File: config.mk
export PLATFORM = sky130hd
export DESIGN_NAME = alu_exec_ctrl_flat
export DESIGN_NICKNAME = d
export VERILOG_FILES = /design/src/rtl/alu_ctrl_pkg.sv /design/src/rtl/alu_exec_ctrl_if.sv /design/src/rtl/alu_ctrl_decode.sv /design/src/rtl/alu_exec_ctrl.sv /design/src/flat_wrapper.sv
export SDC_FILE = /design/constraint.sdc
export NUM_CORES = 1
export LEC_CHECK = 0
export CORE_UTILIZATION = 25
export CTS_BUF_LIST = sky130_fd_sc_hd__clkbuf_2
export CTS_CLUSTER_DIAMETER = 80
export CTS_CLUSTER_SIZE = 25
export DETAILED_ROUTE_END_ITERATION = 7
export SLEW_MARGIN = 20
export SYNTH_ARGS = -nofsm -noshare
export SYNTH_HDL_FRONTEND = slang
export SYNTH_SLANG_ARGS = --single-unit
File: constraint.sdc
create_clock -name clk -period 3.6 [get_ports clk]
set_input_delay 0.9 -clock clk [delete_from_list [all_inputs] [get_ports clk]]
set_output_delay 0.9 -clock clk [all_outputs]
set_load 0.02 [all_outputs]
File: src/rtl/alu_ctrl_pkg.sv
// Shared constants and types for the ALU control/execute unit:
// gout codes, aluop and funct encodings, decode bundle and FSM states.
package alu_ctrl_pkg;

   localparam logic [2:0] GOUT_AND = 3'b000;
   localparam logic [2:0] GOUT_OR  = 3'b001;
   localparam logic [2:0] GOUT_ADD = 3'b010;
   localparam logic [2:0] GOUT_NOR = 3'b100;
   localparam logic [2:0] GOUT_SLL = 3'b101;
   localparam logic [2:0] GOUT_SUB = 3'b110;
   localparam logic [2:0] GOUT_SLT = 3'b111;

   localparam logic [1:0] ALUOP_ADD   = 2'b00;
   localparam logic [1:0] ALUOP_SUB   = 2'b01;
   localparam logic [1:0] ALUOP_RTYPE = 2'b10;
   localparam logic [1:0] ALUOP_NORI  = 2'b11;

   localparam logic [5:0] FUNCT_ADD   = 6'b100000;
   localparam logic [5:0] FUNCT_SUB   = 6'b100010;
   localparam logic [5:0] FUNCT_AND   = 6'b100100;
   localparam logic [5:0] FUNCT_OR    = 6'b100101;
   localparam logic [5:0] FUNCT_SLT   = 6'b101010;
   localparam logic [5:0] FUNCT_SLLV  = 6'b000100;
   localparam logic [5:0] FUNCT_BALRZ = 6'b010110;

   typedef struct packed {
      logic [2:0] gout;
      logic       balrz;
      logic       sllv;
      logic       err;
   } dec_t;

   localparam dec_t DEC_RESET = '{gout: GOUT_ADD, balrz: 1'b0, sllv: 1'b0, err: 1'b0};

   typedef enum logic [1:0] {
      ST_IDLE  = 2'd0,
      ST_SHIFT = 2'd1,
      ST_DONE  = 2'd2
   } state_e;

endpackage

File: src/rtl/alu_exec_ctrl_if.sv
// Handshake and operand/result bundle between the register-read stage,
// the ALU control/execute unit and write-back.
interface alu_exec_ctrl_if #(
   parameter int WIDTH = 32
);
   logic             in_valid;
   logic             in_ready;
   logic [1:0]       aluop;
   logic [5:0]       funct;
   logic             bltz;
   logic [WIDTH-1:0] a;
   logic [WIDTH-1:0] b;
   logic             out_valid;
   logic             out_ready;
   logic [WIDTH-1:0] result;
   logic             zero;
   logic [2:0]       gout;
   logic             balrz_o;
   logic             sllv_o;
   logic             err_o;

   modport master (
      output in_valid, aluop, funct, bltz, a, b, out_ready,
      input  in_ready, out_valid, result, zero, gout, balrz_o, sllv_o, err_o
   );

   modport slave (
      input  in_valid, aluop, funct, bltz, a, b, out_ready,
      output in_ready, out_valid, result, zero, gout, balrz_o, sllv_o, err_o
   );
endinterface

File: src/rtl/alu_ctrl_decode.sv
// Combinational aluop/funct decode into the 3-bit ALU control code and op flags.
// Shared with the single-cycle datapath, so it carries no state.
module alu_ctrl_decode
   import alu_ctrl_pkg::*;
(
   input  logic [1:0] aluop,
   input  logic [5:0] funct,
   output dec_t       dec
);

   always_comb begin
      dec = DEC_RESET;
      case (aluop)
         ALUOP_ADD:  dec.gout = GOUT_ADD;
         ALUOP_SUB:  dec.gout = GOUT_SUB;
         ALUOP_NORI: dec.gout = GOUT_NOR;
         ALUOP_RTYPE: begin
            case (funct)
               FUNCT_ADD:   dec.gout = GOUT_ADD;
               FUNCT_SUB:   dec.gout = GOUT_SUB;
               FUNCT_AND:   dec.gout = GOUT_AND;
               FUNCT_OR:    dec.gout = GOUT_OR;
               FUNCT_SLT:   dec.gout = GOUT_SLT;
               FUNCT_SLLV: begin
                  dec.gout = GOUT_SLL;
                  dec.sllv = 1'b1;
               end
               FUNCT_BALRZ: begin
                  dec.gout  = GOUT_ADD;
                  dec.balrz = 1'b1;
               end
               default: begin
                  dec.gout = GOUT_ADD;
                  dec.err  = 1'b1;
               end
            endcase
         end
         default: dec.gout = GOUT_ADD;
      endcase
   end

endmodule

File: src/rtl/alu_exec_ctrl.sv
// Multi-cycle ALU control/execute unit: single-cycle ops finish in one cycle,
// sllv shifts one bit per cycle. Valid/ready on both sides.
//
// state    | meaning
// ST_IDLE  | in_ready high, waiting for an op
// ST_SHIFT | sllv in progress, one bit per cycle
// ST_DONE  | result held, out_valid high until out_ready
module alu_exec_ctrl
   import alu_ctrl_pkg::*;
#(
   parameter int WIDTH   = 32,
   parameter int SHAMT_W = $clog2(WIDTH)
) (
   input logic            clk,
   input logic            rst_n,
   alu_exec_ctrl_if.slave bus
);

   state_e               state_q, state_d;
   dec_t                 dec_q, dec_d, dec_in;
   logic [WIDTH-1:0]     result_q, result_d;
   logic                 zero_q, zero_d;
   logic [WIDTH-1:0]     sreg_q, sreg_d;
   logic [SHAMT_W-1:0]   cnt_q, cnt_d;
   logic [WIDTH-1:0]     alu_res;
   logic [SHAMT_W-1:0]   shamt;
   logic                 slt_bit;

   alu_ctrl_decode u_decode (
      .aluop (bus.aluop),
      .funct (bus.funct),
      .dec   (dec_in)
   );

   assign shamt   = bus.a[SHAMT_W-1:0];
   assign slt_bit = $signed(bus.a) < $signed(bus.b);

   always_comb begin
      alu_res = bus.a + bus.b;
      case (dec_in.gout)
         GOUT_AND: alu_res = bus.a & bus.b;
         GOUT_OR:  alu_res = bus.a | bus.b;
         GOUT_ADD: alu_res = dec_in.balrz ? bus.a : (bus.a + bus.b);
         GOUT_NOR: alu_res = ~(bus.a | bus.b);
         GOUT_SUB: alu_res = bus.a - bus.b;
         GOUT_SLT: alu_res = {{(WIDTH-1){1'b0}}, slt_bit};
         GOUT_SLL: alu_res = bus.b;
         default:  alu_res = bus.a + bus.b;
      endcase
   end

   always_comb begin
      state_d  = state_q;
      dec_d    = dec_q;
      result_d = result_q;
      zero_d   = zero_q;
      sreg_d   = sreg_q;
      cnt_d    = cnt_q;
      case (state_q)
         ST_IDLE: begin
            if (bus.in_valid) begin
               dec_d = dec_in;
               if (dec_in.sllv && (shamt != '0)) begin
                  sreg_d  = bus.b;
                  cnt_d   = shamt;
                  state_d = ST_SHIFT;
               end else begin
                  result_d = alu_res;
                  zero_d   = (alu_res == '0);
                  state_d  = ST_DONE;
               end
            end
         end
         ST_SHIFT: begin
            sreg_d = sreg_q << 1;
            cnt_d  = cnt_q - 1'b1;
            // the last shift goes straight into result, so sllv takes shamt cycles here
            if (cnt_q == {{(SHAMT_W-1){1'b0}}, 1'b1}) begin
               result_d = sreg_q << 1;
               zero_d   = ((sreg_q << 1) == '0);
               state_d  = ST_DONE;
            end
         end
         ST_DONE: begin
            if (bus.out_ready) state_d = ST_IDLE;
         end
         default: state_d = ST_IDLE;
      endcase
   end

   always_ff @(posedge clk or negedge rst_n) begin
      if (!rst_n) begin
         state_q  <= ST_IDLE;
         dec_q    <= DEC_RESET;
         result_q <= '0;
         zero_q   <= 1'b0;
         sreg_q   <= '0;
         cnt_q    <= '0;
      end else begin
         state_q  <= state_d;
         dec_q    <= dec_d;
         result_q <= result_d;
         zero_q   <= zero_d;
         sreg_q   <= sreg_d;
         cnt_q    <= cnt_d;
      end
   end

   assign bus.in_ready  = (state_q == ST_IDLE);
   assign bus.out_valid = (state_q == ST_DONE);
   assign bus.result    = result_q;
   assign bus.zero      = zero_q;
   assign bus.gout      = dec_q.gout;
   assign bus.balrz_o   = dec_q.balrz;
   assign bus.sllv_o    = dec_q.sllv;
   assign bus.err_o     = dec_q.err;

endmodule

File: src/flat_wrapper.sv
// flat-port wrapper written by rule: the top's interface ports become plain ports
module alu_exec_ctrl_flat import alu_ctrl_pkg::*;
#(
   parameter int WIDTH   = 32,
   parameter int SHAMT_W = $clog2(WIDTH)
)
  (clk, rst_n, bus_in_valid, bus_aluop, bus_funct, bus_bltz, bus_a, bus_b, bus_out_ready, bus_in_ready, bus_out_valid, bus_result, bus_zero, bus_gout, bus_balrz_o, bus_sllv_o, bus_err_o);
  alu_exec_ctrl_if #(.WIDTH(WIDTH)) bus_i ();
  input logic clk;
  input logic rst_n;
  input wire logic [$bits(bus_i.in_valid)-1:0] bus_in_valid;
  input wire logic [$bits(bus_i.aluop)-1:0] bus_aluop;
  input wire logic [$bits(bus_i.funct)-1:0] bus_funct;
  input wire logic [$bits(bus_i.bltz)-1:0] bus_bltz;
  input wire logic [$bits(bus_i.a)-1:0] bus_a;
  input wire logic [$bits(bus_i.b)-1:0] bus_b;
  input wire logic [$bits(bus_i.out_ready)-1:0] bus_out_ready;
  output wire logic [$bits(bus_i.in_ready)-1:0] bus_in_ready;
  output wire logic [$bits(bus_i.out_valid)-1:0] bus_out_valid;
  output wire logic [$bits(bus_i.result)-1:0] bus_result;
  output wire logic [$bits(bus_i.zero)-1:0] bus_zero;
  output wire logic [$bits(bus_i.gout)-1:0] bus_gout;
  output wire logic [$bits(bus_i.balrz_o)-1:0] bus_balrz_o;
  output wire logic [$bits(bus_i.sllv_o)-1:0] bus_sllv_o;
  output wire logic [$bits(bus_i.err_o)-1:0] bus_err_o;
  assign bus_i.in_valid = bus_in_valid;
  assign bus_i.aluop = bus_aluop;
  assign bus_i.funct = bus_funct;
  assign bus_i.bltz = bus_bltz;
  assign bus_i.a = bus_a;
  assign bus_i.b = bus_b;
  assign bus_i.out_ready = bus_out_ready;
  assign bus_in_ready = bus_i.in_ready;
  assign bus_out_valid = bus_i.out_valid;
  assign bus_result = bus_i.result;
  assign bus_zero = bus_i.zero;
  assign bus_gout = bus_i.gout;
  assign bus_balrz_o = bus_i.balrz_o;
  assign bus_sllv_o = bus_i.sllv_o;
  assign bus_err_o = bus_i.err_o;
  alu_exec_ctrl #(.WIDTH(WIDTH), .SHAMT_W(SHAMT_W)) u_core (.clk(clk), .rst_n(rst_n), .bus(bus_i));
endmodule
Word-level counts from Yosys, hierarchy flattened
Cells that the tools add are included.
Widths: inputs -> output; s select.
{ "word_totals": {"ff_bits": 77} }
{ "op_classes": {"n_addsub": 3, "magnitude_cmp": 1, "eq_ne": 24, "n_mux": 27, "n_bitwise": 3, "reduce_logical": 13} }
{ "op_table": {"columns": ["operator", "n"], "rows": [
  ["$pmux 32 s7", 1],
  ["$mux 32", 4],
  ["$logic_not 32->1", 2],
  ["$pmux 32 s2", 1],
  ["$mux 31", 2],
  ["$pmux 31 s2", 1],
  ["$add 32x32->32", 1],
  ["$and 32x32->32", 1],
  ["$lt 32x32->1", 1],
  ["$not 32->32", 1],
  ["$or 32x32->32", 1],
  ["$sub 32x32->32", 1],
  ["$eq 6x6->1 const B", 5],
  ["$pmux 3 s5", 1],
  ["$eq 3x3->1 const B", 4],
  ["$pmux 3 s4", 1],
  ["$mux 5", 2],
  ["$pmux 5 s2", 1],
  ["$mux 2", 4],
  ["$reduce_or 7->1", 1],
  ["$eq 2x2->1 const B", 3],
  ["$eq 6x3->1 const B", 1],
  ["$eq 6x5->1 const B", 1],
  ["$mux 1", 6],
  ["18 further kinds", 24]
]} }

Longest topological paths before layout
{ "depth": {"ltp_word": 10, "ltp_mapped": 16, "depth_no_buf": 14} }

By module
From an unflattened synthesis, not the netlist that was laid out.
{ "hier_totals": {"cells_unflattened": 1421, "area_unflattened_um2": 10343.7} }
{ "by_module_without_submodules": {"columns": ["mod", "n_inst", "cells_per_inst", "area_per_inst_um2", "seq_area_each_um2"], "rows": [
  ["alu_exec_ctrl", 1, 1397, 10154.7, 1928.1],
  ["alu_ctrl_decode", 1, 24, 188.9, 0.0]
]} }

Worst setup path after synthesis
OpenSTA, ideal clock, no wires.
{ "synth_timing": {"kind": "input-to-reg", "startpoint": "in bus_a[0]", "endpoint": "reg u_core.zero_q, in the netlist u_core.bus.zero", "arrival_time_ns": 3.845, "t_required_ns": 3.524, "setup_slack_ns": -0.322, "cell_stages": 14, "path_buffers": 0, "path_cell_list": "inv_1 ha_1 fa_1 nand2b_1 a31oi_1 or4_4 nor4_4 or4b_1 a211oi_1 and4_1 nand4_1 nor4_2 nand4_1 o21ai_1"} }
{ "synth_between": {"elab_chain_cells": 7} }
{ "synth_lines": {"columns": ["element", "line", "rtl"], "rows": [
  ["start, declared", "flat_wrapper.sv:15", "input wire logic [$bits(bus_i.a)-1:0] bus_a;"],
  ["$add 32x32->32 / $or 32x32->32 (equally long branches)", null, null],
  ["$mux 32 / $not 32->32 (equally long branches)", "alu_exec_ctrl.sv:43, alu_exec_ctrl.sv:44", null],
  ["$pmux 32 s7", "alu_exec_ctrl.sv:40", "case (dec_in.gout)"],
  ["$logic_not 32->1", "alu_exec_ctrl.sv:69", "zero_d = (alu_res == '0);"],
  ["$mux 1", "alu_exec_ctrl.sv:63", "if (dec_in.sllv && (shamt != '0)) begin"],
  ["$mux 1", "alu_exec_ctrl.sv:61", "if (bus.in_valid) begin"],
  ["$pmux 1 s2", "alu_exec_ctrl.sv:59", "case (state_q)"],
  ["end signal, assigned", "alu_exec_ctrl.sv:103", "zero_q <= zero_d;"],
  ["end, declared", "alu_exec_ctrl.sv:22", "logic zero_q, zero_d;"]
]} }
Parallel ways exist; a longest one is shown, timed or not. The select of a mux whose other input is x is not followed.
A chain may end at the register's enable or synchronous reset.

Worst setup path in the final report
{ "layout_timing": {"startpoint": "in bus_funct[2]", "endpoint": "reg u_core.zero_q, in the netlist u_core.bus.zero"} }
{ "layout_between": {"elab_chain_cells": 9} }
{ "layout_lines": {"columns": ["element", "line", "rtl"], "rows": [
  ["start, declared", "flat_wrapper.sv:13", "input wire logic [$bits(bus_i.funct)-1:0] bus_funct;"],
  ["$eq 6x3->1 (tied with other cells)", "alu_ctrl_decode.sv:18", "case (funct)"],
  ["$pmux 3 s5 / $mux 1 (equally long branches)", "alu_ctrl_decode.sv:18", null],
  ["$pmux 3 s4 / $mux 3 (equally long branches)", "alu_ctrl_decode.sv:13", "case (aluop)"],
  ["$eq 3x3->1 (tied with other cells)", "alu_exec_ctrl.sv:40", null],
  ["$pmux 32 s7", "alu_exec_ctrl.sv:40", null],
  ["$logic_not 32->1", "alu_exec_ctrl.sv:69", null],
  ["$mux 1", "alu_exec_ctrl.sv:63", null],
  ["$mux 1", "alu_exec_ctrl.sv:61", null],
  ["$pmux 1 s2", "alu_exec_ctrl.sv:59", null]
]} }
Parallel ways exist; a longest one is shown, timed or not. The select of a mux whose other input is x is not followed.

==> run metrics <==
status=finished with violations; failing checks=negative setup slack; Post-synth EDFFs=0; clock buffer depth=2; Least-Margin Pin Slew=1010 ps; die width=199 µm; ratio of cells with drive above 1 in the final layout=0.351; Final ANT Viol Nets=0; GRT overflow=0; worst min path class=in -> async; Setup WS pre-CTS=-1300 ps; crit start category=primary input; pwr dens=304 nW/µm²; Area after DPL=14,600 µm²; Final period util=1.10; CP most frequent cell=buf_4; CTS tree=done; final core occ=0.413; Top Ports=118; Num CTS Buffers=9; H-Tree Depth=3; TritonRoute pass-1 iters=5; Synth Net Count=1,497; Async S/R FF share, synth=1.00; Chip Height=199 µm; Synth Instances=1,320; synthesized cell area=9660 µm²; Crit-path slowest cell=or4b_4; WL final=48.0 mm; routed vias/inst=5.32; Post-DP HPWL=39.6 mm; crit-path max FO=6; register area share after synthesis=0.200; routed wl met2=21.7 mm; initial antenna violation count=2; Post-CTS Hold Fix Bufs=0; Clock Tree Root=clkbuf_2; Top delay family on crit path=compound AO/OA/AOI/OAI gates; static leakage=0.00731 µW; VDD IR-drop max=0.000194 V; Relative slew margins=0.325; Die Footprint=39,400 µm²; number of global-route vias before repair=12,295; Crit. End Element=register; Critical Path RT=4070 ps; setup ws final=-359 ps; Via Count=12,470; P&R area growth vs syn=61.7%; Final Max Tran Viols=0; synth warn=0; Fin Setup TNS=-488 ps; Fin. Hold Viols=0; global-route total usage across every layer=0.240; FF+latch count, synth=77; row count=71; fin crit period=3960 ps; Skew-Pair Late Insertion Delay=530 ps; Max Clock Skew=27.5 ps; wire length on met3=2.97 mm; fmax=0.253 GHz; M1 WL=21.4 mm; Max Used Layer=met5; Residual DRC=0; CP cell instances=clkdlybuf4s50_1, or4b_4, o2111ai_4, a21boi_4, buf_4, buf_4, o221ai_1, a222oi_1, buf_4, nand4_1, nor4_4, nand4_1, o21ai_1; Most used DFF post-synth=dfrtp_1; CP arrival=4430 ps; clk slew on worst S/H paths=230 ps; # port buffers=116; post-route cell area=15,600 µm²; CP Class=in -> reg; CORE AREA=37,800 µm²; Final setup viols=4; crit path buf inv count=4; Initial DRC Count=1,052; hold_ws=488 ps; Final Wtd Congestion=1.00; max incr delay on CP=560 ps; # Max-Cap Violations=0; DR WL/cell=20.5 µm; Initial Utilization=0.255; first-pass GRT wire length=72.5 mm; RSZ-0062 raised after global routing=yes; nets=2,005; Sink Count=77; largest net degree at the start of global routing=78; Mean Syn Cell Area=7.32 µm²; number of distinct library cells after synthesis=86
-- layout make-up --
type	instances	area, µm²
Inverter	102	398
Antenna cell	1	2.50
Clock inverter	5	61.3
Timing Repair Buffer	587	4820
Tap cell	511	639
Fill cell	3919	22200
Multi-Input combinational cell	1051	7710
Sequential cell	77	1930
Clock buffer	11	55.1
-- registers in the layout, indices dropped and copies added, names as in the netlist --
signal              cells
u_core.cnt_q            5
u_core.bus.balrz_o      1
u_core.bus.err_o        1
u_core.state_q          2
u_core.bus.zero         1
u_core.bus.sllv_o       1
u_core.sreg_q          31
u_core.bus.gout         3
u_core.bus.result      32
-- cell families after synthesis --
family / Yosys count / share of synthesized area
AOI/OAI and AO/OA: 460 / 0.329
adders and majority gates: 100 / 0.131
xor gates and xnor gates: 15 / 0.0136
DFF: 77 / 0.200
muxes: 29 / 0.0306
and+or+nand+nor: 447 / 0.216
buffers and inverters: 192 / 0.0800
-- through the flow --
step / instances / power, µW
floorplan: 1320 / 2590
global placement: 2308 / 4040
detailed placement: 2308 / 4060
CTS: 2340 / 4680
global route: 2345 / 5040
finish: 2345 / 4750
-- worst register-to-register path: stages (launching register included) --
cell and delay, ps:
dfrtp_1 490, nor2b_2 200, or4_4 440, nor4_4 190, or4b_4 530, a211oi_2 150, and4_1 220, nand4_1 180
nor4_4 250, nand4_1 130, o21ai_1 150
-- power breakdown --
group          switching [µW]  internal, µW  total (µW)
Clock                     321           166         487
Combinational            1460          1410        2870
Sequential                242          1150        1400
-- layout by cell type, fill, tap and decap left out, drive strengths merged, types with 13 or more instances in the layout --
cell / instances
buf: 476
nand2: 183
nor2: 119
a21oi: 112
inv: 102
ha: 98
clkdlybuf4s50: 79
dfrtp: 76
o21ai: 74
a31oi: 47
o221ai: 35
mux2i: 25
nor4: 24
a221o: 23
nor3: 22
dlygate4sd2: 20
a21o: 18
nand3: 18
o31ai: 17
o211ai: 15
nand4: 15
nand2b: 14
clkbuf: 13
-- repair_timing --
item                       in CTS  in global routing
setup endpoints to repair      20                 15
pin swaps                      49                 28
buffers inserted               16                  4
resized for setup             156                 59
-- synth_stat cells (11+ instances only) --
master / n / area share
nand2_1: 183 / 0.071
nor2_1: 116 / 0.045
a21oi_1: 112 / 0.058
inv_1: 102 / 0.040
ha_1: 98 / 0.13
dfrtp_1: 76 / 0.20
o21ai_0: 72 / 0.037
clkbuf_1: 59 / 0.023
a31oi_1: 47 / 0.030
o221ai_1: 35 / 0.032
mux2i_1: 25 / 0.026
a221o_1: 23 / 0.024
nor4_1: 22 / 0.014
nor3_1: 21 / 0.011
a21o_1: 18 / 0.014
nand3_1: 18 / 0.0093
o31ai_1: 17 / 0.013
buf_2: 15 / 0.0078
nand4_1: 15 / 0.0097
o211ai_1: 15 / 0.012
nand2b_1: 14 / 0.0091
a211o_1: 11 / 0.010
o21bai_1: 11 / 0.0085
xnor2_1: 11 / 0.010
-- per-layer routing --
layer	track usage	up-vias
li1	-	5878
met1	0.324	5994
met2	0.392	498
met3	0.0224	98
met4	0.0949	2
met5	0	-
-- worst paths after layout --
path | startpoint | end | slack [ps] | cells after the start
hold / removal | rst_n | u_core.bus.result[5] | 490 | 1
max in group asynchronous | rst_n | u_core.sreg_q[23] | 2430 | 1
setup reg to reg | u_core.state_q[0] | u_core.bus.zero | 630 | 10
min in group clk | u_core.bus.result[31] | u_core.bus.result[31] | 500 | 2
setup / recovery | bus_funct[2] | u_core.bus.zero | -360 | 13
hold reg to reg | u_core.bus.result[31] | u_core.bus.result[31] | 500 | 2
Power figures use the tool's default switching activity.
